<file path="src/rtl/mdio_pkg.sv">
// Shared frame constants, field widths and FSM states for the Clause 22/45 MDIO master.
package mdio_pkg;

  localparam logic [1:0] ST_C22      = 2'b01;
  localparam logic [1:0] ST_C45      = 2'b00;
  localparam logic [1:0] OP22_WR     = 2'b01;
  localparam logic [1:0] OP22_RD     = 2'b10;
  localparam logic [1:0] OP45_ADDR   = 2'b00;
  localparam logic [1:0] OP45_WR     = 2'b01;
  localparam logic [1:0] OP45_RD     = 2'b11;
  localparam logic [1:0] OP45_RDINC  = 2'b10;

  localparam int PA_W   = 5;
  localparam int RA_W   = 5;
  localparam int TA_W   = 2;
  localparam int DATA_W = 16;
  localparam int HDR_W  = 14;

  localparam logic [TA_W-1:0] TA_WR = 2'b10;

  typedef enum logic [2:0] {S_IDLE, S_PRE, S_HDR, S_TA, S_DATA, S_END} state_e;

  function automatic logic legal_op(input logic c45, input logic [1:0] op);
    return c45 ? (op inside {OP45_ADDR, OP45_WR, OP45_RD, OP45_RDINC})
               : (op inside {OP22_WR, OP22_RD});
  endfunction

  function automatic logic is_read(input logic c45, input logic [1:0] op);
    return c45 ? (op == OP45_RD || op == OP45_RDINC) : (op == OP22_RD);
  endfunction

endpackage

</file>
<file path="src/rtl/mdio_clk_gen.sv">
// MDC divider: CLK_DIV cycles low then CLK_DIV high, restartable so a frame starts on a clean low phase.
module mdio_clk_gen #(
  parameter int CLK_DIV = 5
) (
  input  logic clk,
  input  logic rst,
  input  logic restart_i,
  output logic mdc_lvl_o,
  output logic rise_o,
  output logic fall_o
);

  localparam int CW = $clog2(2 * CLK_DIV);
  localparam logic [CW-1:0] C_RISE = CW'(CLK_DIV);
  localparam logic [CW-1:0] C_LAST = CW'(2 * CLK_DIV - 1);

  logic [CW-1:0] cnt_q, cnt_d;

  always_comb begin
    cnt_d = cnt_q + CW'(1);
    if (restart_i || cnt_q == C_LAST) cnt_d = '0;
  end

  always_ff @(posedge clk) begin
    if (rst) cnt_q <= '0;
    else     cnt_q <= cnt_d;
  end

  // rise_o marks the first high cycle; fall_o the last cycle before MDC drops (bit boundary)
  assign mdc_lvl_o = (cnt_q >= C_RISE);
  assign rise_o    = (cnt_q == C_RISE);
  assign fall_o    = (cnt_q == C_LAST);

endmodule

</file>
<file path="src/rtl/mdio_master_c45.sv">
// MDIO management master: one Clause 22/45 frame at a time on one of NR_BUS buses.
module mdio_master_c45
  import mdio_pkg::*;
#(
  parameter int NR_BUS   = 4,
  parameter int CLK_DIV  = 5,
  parameter int PREAMBLE = 32,
  parameter bit C45_EN   = 1'b1,
  localparam int BW = (NR_BUS > 1) ? $clog2(NR_BUS) : 1
) (
  input  logic              clk,
  input  logic              rst,
  input  logic [BW-1:0]     s_bus,
  input  logic              s_c45,
  input  logic [1:0]        s_op,
  input  logic [PA_W-1:0]   s_pa,
  input  logic [RA_W-1:0]   s_ra,
  input  logic [DATA_W-1:0] s_d,
  input  logic              s_dv,
  output logic              s_dr,
  output logic [DATA_W-1:0] m_d,
  output logic              m_dv,
  output logic              m_err,
  output logic [NR_BUS-1:0] mdc,
  output logic [NR_BUS-1:0] mdio_o,
  output logic [NR_BUS-1:0] mdio_oe,
  input  logic [NR_BUS-1:0] mdio_i
);

  localparam logic [BW:0]  NB       = (BW + 1)'(NR_BUS);
  localparam logic [4:0]   PRE_LAST = (PREAMBLE > 0) ? 5'(PREAMBLE - 1) : 5'd0;

  state_e              state_q, state_d;
  logic [4:0]          bit_q, bit_d;
  logic [BW-1:0]       bus_q;
  logic                rd_q, noresp_q, rej_q;
  logic [31:0]         tx_q;
  logic [DATA_W-1:0]   sh_q, md_q, rdata;
  logic [NR_BUS-1:0]   sy1_q, sy2_q;
  logic                accept, illegal, start, done, smp;
  logic                mdc_lvl, rise, fall, busy, run, oe, out_bit;

  assign accept  = s_dv && s_dr;
  assign illegal = !legal_op(s_c45, s_op) || (s_c45 && !C45_EN) || ({1'b0, s_bus} >= NB);
  assign start   = accept && !illegal;

  mdio_clk_gen #(.CLK_DIV(CLK_DIV)) u_clk (
    .clk       (clk),
    .rst       (rst),
    .restart_i (start),
    .mdc_lvl_o (mdc_lvl),
    .rise_o    (rise),
    .fall_o    (fall)
  );

  always_comb begin
    state_d = state_q;
    bit_d   = bit_q + 5'd1;
    if (!fall) bit_d = bit_q;
    if (fall) begin
      unique case (state_q)
        S_PRE:  if (bit_q == PRE_LAST)         begin state_d = S_HDR;  bit_d = '0; end
        S_HDR:  if (bit_q == 5'(HDR_W - 1))    begin state_d = S_TA;   bit_d = '0; end
        S_TA:   if (bit_q == 5'(TA_W - 1))     begin state_d = S_DATA; bit_d = '0; end
        S_DATA: if (bit_q == 5'(DATA_W - 1))   begin state_d = S_END;  bit_d = '0; end
        S_END:  begin state_d = S_IDLE; bit_d = '0; end
        default: bit_d = '0;
      endcase
    end
    if (start) begin
      state_d = (PREAMBLE > 0) ? S_PRE : S_HDR;
      bit_d   = '0;
    end
  end

  assign busy    = (state_q != S_IDLE);
  assign run     = busy && (state_q != S_END);
  // Reads release the line from the first turnaround bit onward
  assign oe      = (state_q == S_PRE) || (state_q == S_HDR) ||
                   (((state_q == S_TA) || (state_q == S_DATA)) && !rd_q);
  assign out_bit = !oe || (state_q == S_PRE) || tx_q[31];
  assign done    = (state_q == S_END) && fall;
  assign s_dr    = !busy || done;
  assign smp     = sy2_q[bus_q];
  assign rdata   = noresp_q ? '1 : sh_q;
  assign m_dv    = done && rd_q;
  assign m_d     = m_dv ? rdata : md_q;
  assign m_err   = rej_q || (m_dv && noresp_q);

  always_ff @(posedge clk) begin
    if (rst) begin
      state_q  <= S_IDLE;
      bit_q    <= '0;
      bus_q    <= '0;
      rd_q     <= 1'b0;
      noresp_q <= 1'b0;
      rej_q    <= 1'b0;
      tx_q     <= '1;
      sh_q     <= '0;
      md_q     <= '0;
      sy1_q    <= '1;
      sy2_q    <= '1;
    end else begin
      state_q <= state_d;
      bit_q   <= bit_d;
      rej_q   <= accept && illegal;
      sy1_q   <= mdio_i;
      sy2_q   <= sy1_q;
      if (start) begin
        bus_q    <= s_bus;
        rd_q     <= is_read(s_c45, s_op);
        noresp_q <= 1'b0;
        tx_q     <= {s_c45 ? ST_C45 : ST_C22, s_op, s_pa, s_ra,
                     is_read(s_c45, s_op) ? 2'b11 : TA_WR, s_d};
      end else if (fall && run && state_q != S_PRE) begin
        tx_q <= {tx_q[30:0], 1'b1};
      end
      if (rise && state_q == S_TA && bit_q == 5'(TA_W - 1)) noresp_q <= smp;
      if (rise && state_q == S_DATA) sh_q <= {sh_q[DATA_W-2:0], smp};
      if (m_dv) md_q <= rdata;
    end
  end

  for (genvar b = 0; b < NR_BUS; b++) begin : g_bus
    logic sel;
    assign sel        = busy && (bus_q == BW'(b));
    assign mdc[b]     = sel && run && mdc_lvl;
    assign mdio_oe[b] = sel && oe;
    assign mdio_o[b]  = !sel || out_bit;
  end

endmodule
</file>
<file path="config.mk">
export PLATFORM = sky130hd
export DESIGN_NAME = mdio_master_c45
export DESIGN_NICKNAME = d
export VERILOG_FILES = /design/src/rtl/mdio_pkg.sv /design/src/rtl/mdio_clk_gen.sv /design/src/rtl/mdio_master_c45.sv
export SDC_FILE = /design/constraint.sdc
export NUM_CORES = 1
export LEC_CHECK = 0
export BUFFER_PORTS_ARGS = -buffer_cell sky130_fd_sc_hd__buf_2
export CAP_MARGIN = 0
export CORE_ASPECT_RATIO = 1.4
export CORE_MARGIN = 8
export CORE_UTILIZATION = 30
export DETAILED_ROUTE_END_ITERATION = 10
export PLACE_DENSITY_LB_ADDON = 0.05
export SYNTH_ARGS = -nofsm -noshare
export SYNTH_HDL_FRONTEND = slang
export SYNTH_HIERARCHICAL = 1
export SYNTH_SLANG_ARGS = --single-unit
</file>
<file path="constraint.sdc">
create_clock -name clk -period 6.1 [get_ports clk]
set_input_delay 0 -clock clk [delete_from_list [all_inputs] [get_ports clk]]
set_output_delay 0 -clock clk [all_outputs]
set_load 0.03 [all_outputs]
</file>
# Word level (Yosys, flattened, before mapping)
# Cells that the tools add are included.
# classes
n_eq_ne	27
n_reduce_logical	64
order_cmp	2
add_sub_neg	2
mux	26
# ops
cell	n
$mux W32	2
$mux W16	2
$mux W5	6
$logic_and A1 B1 Y1	29
$pmux W5 S4	1
$pmux W3 S5	1
$logic_or A1 B1 Y1	13
$mux W3	4
$ne A3 B2 Y1 const B	4
$reduce_and A6 Y1	2
$eq A5 B4 Y1 const B	2
$mux W1	9
$eq A2 B2 Y1 const B	4
$logic_not A1 Y1	8
$ne A2 B2 Y1 const B	4
$reduce_bool A2 Y1	4
$eq A3 B2 Y1 const B	2
$eq A3 B3 Y1 const B	2
$reduce_bool A6 Y1	1
$add A5 B1 Y5 const B	1
$eq A5 B1 Y1 const B	1
$eq A5 B5 Y1 const B	1
$reduce_bool A5 Y1	1
$add A4 B1 Y4 const B	1
13 further kinds	16
# word_totals
out_inout_bits	31
word_cells	134
in_bits	38
regBits	89

# Longest topological paths before layout
# depth
ltp_word	8
depth_mapped	10
depth_no_buf	9

# Cells and area by module
# The synthesis kept the hierarchy.
# modules_own_cells
mod	cells_per_inst	seq_area_each_um2	area_per_inst_um2	instances
mdio_master_c45	510	1701.6	4312.9	1
mdio_clk_gen	22	80.1	211.5	1

# Worst setup path before layout
# No wires, ideal clock.
# synth_path
path_type	register to output
start	register u_clk.cnt_q[1]
end	output m_d[10]
path_stages_with_launch	9
n_path_buf	3
t_arrival_ps	2057
path_slack_ps	4043
t_required_ps	6100
path_cell_list	dfxtp_1 -> inv_1 -> ha_1 -> and3b_1 -> buf_4 -> and4_1 -> buf_2 -> clkbuf_1 -> a21oi_1
# synth_between
elab_chain_len	4
# synth_rtl
item	line_no	source
start, declared	mdio_clk_gen.sv:17	logic [CW-1:0] cnt_q, cnt_d;
start signal, assigned	mdio_clk_gen.sv:26	else cnt_q <= cnt_d;
$eq A4 B4 Y1	mdio_clk_gen.sv:32	assign fall_o = (cnt_q == C_LAST);
via fall	mdio_master_c45.sv:41	logic mdc_lvl, rise, fall, busy, run, oe, out_bit;
$logic_and A1 B1 Y1	mdio_master_c45.sv:82	assign done = (state_q == S_END) && fall;
$logic_and A1 B1 Y1	mdio_master_c45.sv:86	assign m_dv = done && rd_q;
via m_dv	mdio_master_c45.sv:22	output logic m_dv,
$mux W16	--	
end, declared	mdio_master_c45.sv:21	output logic [DATA_W-1:0] m_d,
# The timed path passes the listed nets, and every way through them passes these cells.

# Worst setup path in the final report
# layout_path
start	register u_clk.cnt_q[0]
end	register u_clk.cnt_q[2]
# layout_between
elab_chain_len	7
elab_cells_between_ends	8
cone_classes	add/sub: 1; eq/ne: 1; reduce/logical: 6
# layout_rtl
item	line_no	source
$eq A4 B4 Y1	mdio_clk_gen.sv:32	
via fall	mdio_master_c45.sv:41	
$logic_and A1 B1 Y1	mdio_master_c45.sv:82	
$logic_or A1 B1 Y1	mdio_master_c45.sv:83	assign s_dr = !busy || done;
$logic_and A1 B1 Y1	mdio_master_c45.sv:43	assign accept = s_dv && s_dr;
$logic_and A1 B1 Y1	mdio_master_c45.sv:45	assign start = accept && !illegal;
via start	mdio_master_c45.sv:40	logic accept, illegal, start, done, smp;
$logic_or A1 B1 Y1	mdio_clk_gen.sv:21	if (restart_i || cnt_q == C_LAST) cnt_d = '0;
$reduce_or A2 Y1 (no line)	--	
# The timed path passes the listed nets, and every way through them passes these cells.
# A chain may end at the register's enable or synchronous reset.

==> metrics <==
status finished, final reports clean; Max Clock Freq 0.3491 GHz; initial core utilization 30.32%; Die X 119.8 microns; vias in the first global route 4159; setup ws final 3.236 ns; post-synthesis cell type count 62; Post-synth EDFFs 0; grt ovf 0; GPL Wtd Cong 0.7652; WL/cell 15.96 microns; share of post-route cells with drive strength above 1 21.93%; # IOs 69; CTS tree yes; initial antenna violation count 0; Chip Height 161.3 microns; period utilization 46.96%; synthesized area per cell 8.504 sq um; Design Area, Final 5539 sq um; CTS H-Tree Depth 3; number of synthesized register bits 89; startpoint types flip-flop; met2 WL post-DR 6102 microns; Max Used Layer met4; drt total wl 12670 microns; Detail Route Antenna Nets 0; Most used DFF post-synth dfxtp_1; CTS root buf clkbuf_16; worst relative slew slack 36.02%; dpl cell area 4886 sq um; worst hold margin 0.01440 ns; drt pass-1 iters 4; Post-Syn Instances 532; Clock Pin Slew Worst Setup and Hold Paths 0.07 ns; Switch Pwr 0.3285 mW; Reg2Reg Depth 9; Final Setup Violations 0; leakage power 2.123 nW; critical path arrival 3.10 ns; drt via density 5.089; row count 53; Final Hold Vio Count 0; R2R Setup Slk 3.24 ns; insertion delay to the later sink of the worst-skew pair 0.34 ns; Hold Path Class input port to flip-flop; Layout Nets 647; Core ar. 14920 sq um; Routed met3 length 578 microns; DP Worst Slack 3.199 ns; crit-path max cell delay 0.80 ns; critical path class flip-flop to flip-flop; P per Cell Area 250.6 nW/um^2; Final HPWL DP 8472 microns; first-pass GRT wire length 21410 microns; Req. time, crit path 6.33 ns; Fin Setup TNS 0 ns; RSZ-0062 raised after global routing false; DR vias 4041; cts bufs inserted 9; Met1 Wirelength 5792 microns; sw frac 23.66%; slowest CP cell o21a_1; clk buf depth 2; sequential share of the synthesized area 39.38%; DRT iter0 DRCs 182; Area Overhead vs Synth 22.43%; die area 19320 sq um; Mapped Area 4524 sq um; Cell Chain, Critical Path ha_1, and3b_1, buf_4, and4b_1, o21a_1, nand2_1, inv_2, or3_4, nor2_1; DRC viols 0; CTS Sinks 89; n_diodes 0; Internal 1.060 mW; Syn Nets 581; minimum clock period after layout 2.864 ns; number of warnings issued by yosys 6; clock network power share 45.2%; Seq pwr share 44.6%; Setup crit end kind flip-flop; Final Skew 0.005232 ns; VDD IR-drop max 0.0001376 V; number of buffers added on ports 68; worst hold path cell count 3; most frequent cells in the layout 89 x dfxtp_1, 68 x buf_2, 52 x nor2_1; largest net degree at the start of global routing 51; Comb pwr share 10.2%; Resized Gates After CTS 0; Max Slew Vio Count 0; ys async rst share 0%; Slew @ Worst Pin 0.9598 ns; Global Route Usage Sum 13.55%; max cap viols 0; CP max FO 30; commonest non-fill, non-tap cell in the layout dfxtp_1
-- cells by family after synthesis --
kind of cell	count (synthesis)	share of synthesized area [%]
mux	2	0.7190
compound gates	172	28.48
xor+xnor	6	1.161
buf+inv	78	8.407
simple gates	174	18.81
fa+ha+maj	11	3.042
flops	89	39.38
-- sequential cells by signal, summed over array words and instances, names as in the netlist, 2 cells and up, named ones only --
| name | cells |
|---|---|
| sh_q | 16 |
| bit_q | 4 |
| sy2_q | 4 |
| state_q | 3 |
| tx_q | 32 |
| sy1_q | 4 |
| bus_q | 2 |
| md_q | 16 |
| u_clk/cnt_q | 4 |
-- area by class of cell --
| cell class | count | area [sq um] |
|---|---|---|
| clock buffers | 9 | 225.2 |
| clock inverters | 6 | 107.6 |
| fillers | 1585 | 9382 |
| inverters | 26 | 97.59 |
| multi-input cells | 365 | 2374 |
| flip-flops and latches | 89 | 1782 |
| well taps | 192 | 240.2 |
| repair buffers | 107 | 713.2 |
-- critical path, delay by kind of cell (launching register included) --
kind | cells | cell delay, ns
and+or+nand+nor | 5 | 0.89
AOI/OAI and AO/OA | 1 | 0.80
buffers and inverters | 2 | 0.47
DFF | 1 | 0.40
adders and majority gates | 1 | 0.20
-- through the flow --
| step | utilization (%) | instances | power, mW |
|---|---|---|---|
| CTS | 37.12 | 794 | 1.410 |
| finish | 37.12 | 794 | 1.388 |
| detailed placement | 32.75 | 747 | 0.7603 |
| floorplan | - | 532 | 0.7219 |
| global route | 37.12 | 794 | 1.453 |
| global placement | 32.75 | 747 | 0.7580 |
-- worst paths after layout --
check | start | end
max | u_clk/cnt_q[0] | u_clk/cnt_q[2]
min reg2reg | sy1_q[2] | sy2_q[2]
max reg2reg | u_clk/cnt_q[0] | u_clk/cnt_q[2]
min | s_op[0] | tx_q[28]
-- layer usage --
metal,vias up,GRT usage (%)
met2,80,22.88
met1,1898,16.19
met4,0,4.957
met5,-,0
li1,2051,-
met3,12,3.388
-- cell usage after synthesis (all sizes together) (2+ instances only) --
library cell   n  area share [%]
dfxtp         89              39
nor2          52             4.3
a21oi         42             4.9
nand2         42             3.5
o21ai         38             4.6
nor3          36             4.1
a211oi        31             5.1
buf           29             4.3
inv           25             2.1
clkbuf        23             1.9
a221oi        15             4.0
o211ai        15             2.5
o221a         13             3.4
ha            11             3.0
or2            9             1.2
nand3          7            0.77
nand2b         5            0.69
a21o           4            0.69
or3            4            0.66
xor2           4            0.77
and3           3            0.41
and3b          3            0.61
a2111oi        2            0.66
a2bb2oi        2            0.53
a31oi          2            0.28
and2b          2            0.33
nand3b         2            0.33
nand4          2            0.28
xnor2          2            0.39
-- power by group through the flow --
stage	sequential [mW]	clock, mW	combinational [mW]
after floorplan	0.623	0	0.0991
after global placement	0.632	0	0.126
after detailed placement	0.632	0	0.128
after CTS	0.619	0.647	0.145
after global routing	0.622	0.673	0.159
final	0.619	0.627	0.142
-- repair_timing --
action	CTS	global route
setup buffers	0	0
hold endpoints to repair	32	0
hold buffers	32	0
Power figures use the tool's default switching activity.
